`src/rtl/prbs_roll_controller_pkg.sv`:
```
// Shared state encoding and widths for the PRBS dice-roll controller.
package prbs_roll_pkg;
    typedef enum logic [1:0] {
        IDLE = 2'd0,
        SPIN = 2'd1,
        SLOW = 2'd2,
        SHOW = 2'd3
    } roll_state_t;

    localparam int ROLL_COUNT_W = 8;
endpackage

```
`src/rtl/prbs_roll_controller_key_debouncer.sv`:
```
// Pushbutton conditioning: 2-flop synchroniser, stability counter and
// single-cycle press/release events derived from the debounced level.
module key_debouncer #(
    parameter int DEBOUNCE_CYCLES = 1000000
) (
    input  logic i_clk,
    input  logic i_arst_n,
    input  logic i_key_n,
    output logic o_press,
    output logic o_release
);
    localparam int CW = (DEBOUNCE_CYCLES > 1) ? $clog2(DEBOUNCE_CYCLES) : 1;
    localparam logic [CW-1:0] CNT_LAST = CW'(DEBOUNCE_CYCLES - 1);

    logic          sync1_q, sync1_d;
    logic          sync2_q, sync2_d;
    logic          deb_q, deb_d;
    logic [CW-1:0] cnt_q, cnt_d;
    logic          press_q, press_d;
    logic          release_q, release_d;

    always_comb begin
        sync1_d = i_key_n;
        sync2_d = sync1_q;
        deb_d   = deb_q;
        cnt_d   = cnt_q;
        if (sync2_q == deb_q) begin
            cnt_d = '0;
        end else if (cnt_q == CNT_LAST) begin
            deb_d = sync2_q;
            cnt_d = '0;
        end else begin
            cnt_d = cnt_q + CW'(1);
        end
        // Events fire in the cycle the debounced level has just changed.
        press_d   = deb_q & ~deb_d;
        release_d = ~deb_q & deb_d;
    end

    always_ff @(posedge i_clk or negedge i_arst_n) begin
        if (!i_arst_n) begin
            sync1_q   <= 1'b1;
            sync2_q   <= 1'b1;
            deb_q     <= 1'b1;
            cnt_q     <= '0;
            press_q   <= 1'b0;
            release_q <= 1'b0;
        end else begin
            sync1_q   <= sync1_d;
            sync2_q   <= sync2_d;
            deb_q     <= deb_d;
            cnt_q     <= cnt_d;
            press_q   <= press_d;
            release_q <= release_d;
        end
    end

    assign o_press   = press_q;
    assign o_release = release_q;
endmodule

```
`src/rtl/prbs_roll_controller.sv`:
```
// Dice-roll sequencer for the PRBS display: fast spin while held, doubling
// slowdown after release, then capture. PRBS_ROLL_BLANK_EN adds o_blank flicker.
module prbs_roll_controller
    import prbs_roll_pkg::*;
#(
    parameter int DEBOUNCE_CYCLES = 1000000,
    parameter int FAST_PERIOD     = 2500000,
    parameter int SLOW_STEPS      = 8,
    parameter int CNT_W           = 32
) (
    input  logic                    i_clk,
    input  logic                    i_arst_n,
    input  logic                    i_key_n,
    output logic                    o_step,
    output logic                    o_capture,
    output logic                    o_busy,
    output logic [1:0]              o_state,
    output logic [ROLL_COUNT_W-1:0] o_rollCount
`ifdef PRBS_ROLL_BLANK_EN
    ,
    output logic                    o_blank
`endif
);
    localparam longint unsigned PERIOD_MAX = 64'(FAST_PERIOD) << SLOW_STEPS;
    localparam int IW = $clog2(SLOW_STEPS + 1);
    localparam logic [IW-1:0]    IDX_LAST = IW'(SLOW_STEPS);
    localparam logic [CNT_W-1:0] FAST_P   = CNT_W'(FAST_PERIOD);

    generate
        if (FAST_PERIOD < 2 || SLOW_STEPS < 1 ||
            (CNT_W < 64 && PERIOD_MAX >= (64'd1 << CNT_W))) begin : g_bad_cfg
            $error("prbs_roll_controller: FAST_PERIOD << SLOW_STEPS must fit in CNT_W bits");
        end
    endgenerate

    logic press, release_ev;

    key_debouncer #(
        .DEBOUNCE_CYCLES(DEBOUNCE_CYCLES)
    ) u_key_debouncer (
        .i_clk    (i_clk),
        .i_arst_n (i_arst_n),
        .i_key_n  (i_key_n),
        .o_press  (press),
        .o_release(release_ev)
    );

    roll_state_t             state_q, state_d;
    logic [CNT_W-1:0]        timer_q, timer_d;
    logic [CNT_W-1:0]        period_q, period_d;
    logic [IW-1:0]           idx_q, idx_d;
    logic                    step_q, step_d;
    logic                    capture_q, capture_d;
    logic                    busy_q, busy_d;
    logic [ROLL_COUNT_W-1:0] count_q, count_d;
    logic                    expire;
`ifdef PRBS_ROLL_BLANK_EN
    logic                    blank_q, blank_d;
`endif

    always_comb begin
        state_d   = state_q;
        timer_d   = timer_q;
        period_d  = period_q;
        idx_d     = idx_q;
        step_d    = 1'b0;
        capture_d = 1'b0;
        count_d   = count_q;
        expire    = (timer_q == period_q - CNT_W'(1));
        case (state_q)
            IDLE, SHOW: begin
                if (press) begin
                    state_d  = SPIN;
                    timer_d  = '0;
                    period_d = FAST_P;
                end
            end
            SPIN: begin
                timer_d = timer_q + CNT_W'(1);
                if (expire) begin
                    step_d  = 1'b1;
                    timer_d = '0;
                end
                if (release_ev) begin
                    state_d  = SLOW;
                    idx_d    = '0;
                    timer_d  = '0;
                    period_d = FAST_P << 1;
                end
            end
            SLOW: begin
                // Final step is already on o_step; capture lands one cycle later.
                if (idx_q == IDX_LAST) begin
                    state_d   = SHOW;
                    capture_d = 1'b1;
                    count_d   = count_q + ROLL_COUNT_W'(1);
                end else begin
                    timer_d = timer_q + CNT_W'(1);
                    if (expire) begin
                        step_d  = 1'b1;
                        timer_d = '0;
                        idx_d   = idx_q + IW'(1);
                        if (idx_q != IDX_LAST - IW'(1)) begin
                            period_d = period_q << 1;
                        end
                    end
                end
            end
            default: state_d = IDLE;
        endcase
        busy_d = (state_d == SPIN) || (state_d == SLOW);
`ifdef PRBS_ROLL_BLANK_EN
        blank_d = blank_q;
        if (step_d) begin
            blank_d = ~blank_q;
        end
        if (capture_d) begin
            blank_d = 1'b0;
        end
`endif
    end

    always_ff @(posedge i_clk or negedge i_arst_n) begin
        if (!i_arst_n) begin
            state_q   <= IDLE;
            timer_q   <= '0;
            period_q  <= '0;
            idx_q     <= '0;
            step_q    <= 1'b0;
            capture_q <= 1'b0;
            busy_q    <= 1'b0;
            count_q   <= '0;
`ifdef PRBS_ROLL_BLANK_EN
            blank_q   <= 1'b1;
`endif
        end else begin
            state_q   <= state_d;
            timer_q   <= timer_d;
            period_q  <= period_d;
            idx_q     <= idx_d;
            step_q    <= step_d;
            capture_q <= capture_d;
            busy_q    <= busy_d;
            count_q   <= count_d;
`ifdef PRBS_ROLL_BLANK_EN
            blank_q   <= blank_d;
`endif
        end
    end

    assign o_step      = step_q;
    assign o_capture   = capture_q;
    assign o_busy      = busy_q;
    assign o_state     = state_q;
    assign o_rollCount = count_q;
`ifdef PRBS_ROLL_BLANK_EN
    assign o_blank     = blank_q;
`endif
endmodule

```
`config.mk`:
```
export PLATFORM = sky130hd
export DESIGN_NAME = prbs_roll_controller
export DESIGN_NICKNAME = d
export VERILOG_FILES = /design/src/rtl/prbs_roll_controller_pkg.sv /design/src/rtl/prbs_roll_controller_key_debouncer.sv /design/src/rtl/prbs_roll_controller.sv
export SDC_FILE = /design/constraint.sdc
export NUM_CORES = 1
export LEC_CHECK = 0
export ABC_AREA = 1
export BUFFER_PORTS_ARGS = -buffer_cell sky130_fd_sc_hd__buf_2
export CORE_UTILIZATION = 25
export DETAILED_ROUTE_END_ITERATION = 10
export PLACE_DENSITY = 0.37
export SKIP_CTS_REPAIR_TIMING = 1
export SLEW_MARGIN = 10
export SYNTH_ARGS = -nofsm -noshare
export SYNTH_HDL_FRONTEND = slang
export SYNTH_SLANG_ARGS = --single-unit
```
`constraint.sdc`:
```
create_clock -name i_clk -period 2.95 [get_ports i_clk]
set_input_delay 0.59 -clock i_clk [delete_from_list [all_inputs] [get_ports i_clk]]
set_output_delay 0.59 -clock i_clk [all_outputs]
set_load 0.005 [all_outputs]
```
## Yosys cells after proc, flatten, opt, wreduce, memory -nomap -nowiden

Cells that the tools add are included.

- Bits in registers: 106
- Input port bits: 3
- Output and inout bits: 13

- Add/sub/neg operators: 5
- Eq/ne operators: 15
- Multiplexer cells: 28
- Bitwise logic cells: 4
- Reduce and logical (&&, ||, !) cells: 8

Operator list:

| kind | count |
|---|---|
| $mux W32 | 9 |
| $pmux W32 S3 | 2 |
| $mux W20 | 2 |
| $add A32 B1 Y32 const B | 1 |
| $eq A32 B32 Y1 | 1 |
| $sub A32 B1 Y32 const B | 1 |
| $add A20 B1 Y20 const B | 1 |
| $eq A20 B20 Y1 const B | 1 |
| $mux W4 | 3 |
| $add A8 B1 Y8 const B | 1 |
| $pmux W4 S2 | 1 |
| $eq A2 B2 Y1 const B | 3 |
| $mux W1 | 6 |
| $mux W2 | 3 |
| $ne A2 B2 Y1 const B | 3 |
| $pmux W2 S3 | 1 |
| $reduce_and A5 Y1 | 1 |
| $add A4 B1 Y4 const B | 1 |
| $eq A2 B1 Y1 const B | 2 |
| $eq A4 B4 Y1 const B | 1 |
| $ne A2 B1 Y1 const B | 2 |
| $ne A4 B3 Y1 const B | 1 |
| $reduce_and A2 Y1 | 2 |
| $reduce_and A4 Y1 | 1 |
| other kinds (8) | 10 |

## Longest topological paths before layout

- Depth after elaboration: 5
- Mapped depth: 20
- Depth with buffers taken out: 19

## Modules after synthesis

Synthesis repeated with hierarchy kept, for this count alone.

- Cell total of the unflattened synthesis: 983
- Area, all modules: 6922.9 um^2

Modules (own cells, without submodules):

| module | instances | cells each | area an instance (um^2) | seq. area each (um^2) |
|---|---|---|---|---|
| prbs_roll_controller | 1 | 813 | 5502.8 | 1901.8 |
| key_debouncer | 1 | 170 | 1420.1 | 629.4 |

## Least setup slack after synthesis

OpenSTA, ideal clock, no wires.

- Path kind: register to register
- From: register period_q[5]
- To: register period_q[12]
- Arrival time: 2.047 ns
- Required time: 2.833 ns
- Setup slack: 0.786 ns
- Cell stages (with the launch flop): 17
- Clock period less this slack: 2.164 ns
- Path through: dfrtp_1 inv_2 ha_1 nand2_2 nor2_4 nand3_2 nor2_2 nand2_1 nand2_1 o21ai_1 nor2_1 nand3_2 nand2_4 nand2_4 buf_6 nand2_1 nand2_1

- Cells in the longest elaborated chain, start to end: 4

Ends and longest elaborated chain:

| item | line | text |
|---|---|---|
| from (decl) | prbs_roll_controller.sv:50 | `logic [CNT_W-1:0] period_q, period_d;` |
| from (signal assigned) | prbs_roll_controller.sv:139 | `period_q <= period_d;` |
| $sub A32 B1 Y32 | prbs_roll_controller.sv:69 | `expire = (timer_q == period_q - CNT_W'(1));` |
| $eq A32 B32 Y1 | prbs_roll_controller.sv:69 |  |
| $ne A2 B2 Y1 (no line) | n/a |  |
| $reduce_and A5 Y1 (no line) | n/a |  |

Every way passes these cells.
A chain may end at the register's enable or synchronous reset.

## Worst setup path after layout

- From: register period_q[8]
- To: register period_q[31]

Same word-level chain as after synthesis.

==> results.py <==
metrics = {
    "floorplan": {
        "placementRows": 59,
        "die_width_um": 166.4,
        "dieArea_um2": 27680,
        "io_pins": 16,
        "start_util": 0.2570,
        "die_h_um": 166.4,
        "core_um2": 26280,
    },
    "timing": {
        "rsz0062_at_grt": "false",
        "relSlewSlack": 0.2589,
        "finalCriticalPeriod_ps": 2705,
        "finalCritPeriodShare": 0.9170,
        "clock.fmax_mhz": 369.7,
        "slew_viol_final": 0,
        "tightest_slew_ps": 1106,
        "hold_violations": 0,
        "setup_viol": 0,
        "setup-tns-final_ps": 0,
        "skew_ps": 18.04,
    },
    "final_layout": {
        "antennaDiodeCount": 0,
        "nets": 1023,
        "drive_gt1_frac": 0.09735,
        "utilization": 0.2927,
        "area_growth_pct": 13.88,
        "num-fill-cells": 2936,
    },
    "grt": {
        "met2_usage": 0.2435,
        "grt-busiest-layer": "met2",
        "grt_max_degree": 60,
        "grtUsageMet1": 0.2079,
        "grt_pass1_wl_mm": 32.45,
        "antenna_found_initial": 0,
        "overflow": 0,
        "grt.total_usage": 0.1490,
        "grt_use_met3": 0.01954,
        "grt_pass1_vias": 5868,
    },
    "synth": {
        "syn_area_per_cell_um2": 6.878,
        "synthCells": 982,
        "syn-cell-area_um2": 6754,
        "yosys_warnings": 0,
        "netlist_top_cells_area": "dfrtp_1 (36%), nand2_1 (17%), inv_1 (6.9%), nor2_1 (6.3%), xor2_1 (6.1%)",
        "yosysUniqueCellTypes": 43,
        "synth_top_cell_area_share": 0.3631,
        "yosys.area.top_type": "dfrtp_1",
        "synth_seq_cells": 101,
        "seq_area_frac_synth": 0.3748,
        "syn_nets": 993,
    },
    "setup_path": {
        "critPathLaunchType": "flop",
        "cp.required_ps": 3240,
        "cp-startpoint": "period_q[8]",
        "cp-end-kind": "flop",
        "crit_type": "reg2reg",
        "crit_slowest_cell": "dfrtp_1",
        "critPathMaxFanout": 14,
        "reg2regPathDepth": 14,
        "cp_common_cell": "nand2_1",
        "critPathTopFamily": "simple AND/OR/NAND/NOR gates",
        "crit_path_max_incr_delay_ps": 460,
        "timing.rr.start": "period_q[8]",
        "critPathBufInv": 1,
        "crit_chain": "nor2_1 > nand2_2 > nor2_4 > nand2_2 > o21bai_1 > nand2_1 > nor2_1 > nand2_1 > nor2_2 > nand3_4 > nand2_4 > buf_4 > nand3_1 > nand2_1",
        "cp.depth": 14,
        "arrival_ps": 2990,
    },
    "clock_tree": {
        "cts_tree": "done",
        "cts_sinks": 101,
        "clock_latency_ps": 370,
        "cts_made_buffers": 9,
        "cts_root_buf": "clkbuf_16",
        "clock_path_buffers": 2,
        "htreeDepth": 3,
        "clk_pin_slew_worst_paths_ps": 80,
    },
    "flow_run": {
        "maxCapViolCount": 0,
    },
    "route": {
        "avgRoutedWirePerCell_um": 14.99,
        "drtIter0Drc": 275,
        "drt_first_pass_iters": 4,
        "num_vias": 6033,
        "viasPerCell": 4.462,
        "drc_errors": 0,
        "routed_wl_mm": 20.26,
        "ant_nets": 0,
    },
    "worst_hold_path": {
        "hold_class": "in2async",
    },
    "outcome": {
        "status": "finished clean",
    },
    "placed_design": {
        "port-buffer-count": 15,
        "place.gp.congestion": 0.7819,
        "hpwl_mm": 15.20,
    },
    "pwr": {
        "total_leakage_power_nw": 3.925,
        "ir_drop_v": 0.0002403,
        "power.density_nw_per_um2": 351.0,
    },
}
[state kept, by name (all words and copies together), names as in the netlist, 2 cells and up]
name                   cells
timer_q                   32
period_q                  27
u_key_debouncer.cnt_q     20
o_rollCount                8
o_state                    2
idx_q                      4
[report_power, final]
group | leakage (nW) | total (mW) | internal [mW] | switching, mW
clock network | 0.145 | 1.26 | 0.605 | 0.653
logic | 2.38 | 0.0488 | 0.00999 | 0.0388
registers | 1.40 | 1.39 | 1.39 | 0.00309
total | 3.92 | 2.70 | 2.00 | 0.695
[cell usage after synthesis (all sizes together)]
library cell,instances
a211oi,2
a21boi,1
a21o,1
a21oi,17
a31oi,1
and2,1
and3,1
buf,9
clkbuf,15
clkinv,1
dfrtp,98
dfstp,3
ha,8
inv,128
nand2,309
nand3,84
nand3b,6
nand4,23
nor2,128
nor3,24
nor3b,2
nor4,7
o211ai,1
o21ai,32
o21bai,1
o221a,1
o22ai,11
or2,3
xnor2,17
xor2,47
[cell type report]
class | instances | area [um2] | area share
Sequential cell | 101 | 2531 | 0.3291
Timing Repair Buffer | 41 | 285.3 | 0.03709
Clock inverter | 7 | 75.07 | 0.009761
Clock buffer | 9 | 225.2 | 0.02928
Inverter | 129 | 484.2 | 0.06296
Multi-Input combinational cell | 730 | 3671 | 0.4773
Tap cell | 335 | 419.2 | 0.05450
[logic make-up after synthesis]
group / Yosys count / share of synthesized area
AND/OR/NAND/NOR: 588 / 0.3814
buffers and inverters: 153 / 0.09022
flip-flops: 101 / 0.3748
AO/OA/AOI/OAI: 68 / 0.05576
XOR/XNOR: 64 / 0.08299
adder cells (fa/ha/maj): 8 / 0.01482
[per-layer routing]
layer  vias up  part of all wire
met2        54              0.45
li1       3164                 -
met3        11             0.023
met5         -                 0
met1      2804              0.52
met4         0            0.0092
[layout by cell type (no fill, tap or decap), types with 12 or more instances in the layout]
cell | Yosys | layout
inv_1 | 125 | 125
buf_4 | 5 | 26
nor3_1 | 21 | 20
nand3_1 | 82 | 81
nand2_1 | 301 | 301
nand4_1 | 23 | 23
nor2_2 | 11 | 12
dfrtp_1 | 98 | 98
nor2_1 | 114 | 113
buf_2 | 1 | 14
xor2_1 | 47 | 47
xnor2_1 | 17 | 17
o21ai_0 | 26 | 26
a21oi_1 | 17 | 17
[per-stage QoR]
step	hold WS [ps]	setup WS, ps	power [mW]	cell area, um2	cells
2_1_floorplan	294.4	785.9	1.431	6754	982
3_3_place_gp	353.6	142.9	1.472	7345	1334
3_5_place_dp	351.1	120.5	1.472	7345	1334
4_1_cts	39.77	88.38	2.749	7645	1350
5_1_grt	38.09	12.78	2.810	7691	1352
6_report	40.82	244.9	2.699	7691	1352
[path summary, 6_finish.rpt]
check / end / slack (ps)
hold reg to reg: u_key_debouncer.sync2_q / 360
max in group asynchronous: timer_q[8] / 2160
hold / removal: period_q[27] / 40
setup / recovery: period_q[31] / 240
setup reg to reg: period_q[31] / 240
min in group i_clk: u_key_debouncer.sync1_q / 320
No activity file was read; power rests on OpenSTA's default activity.
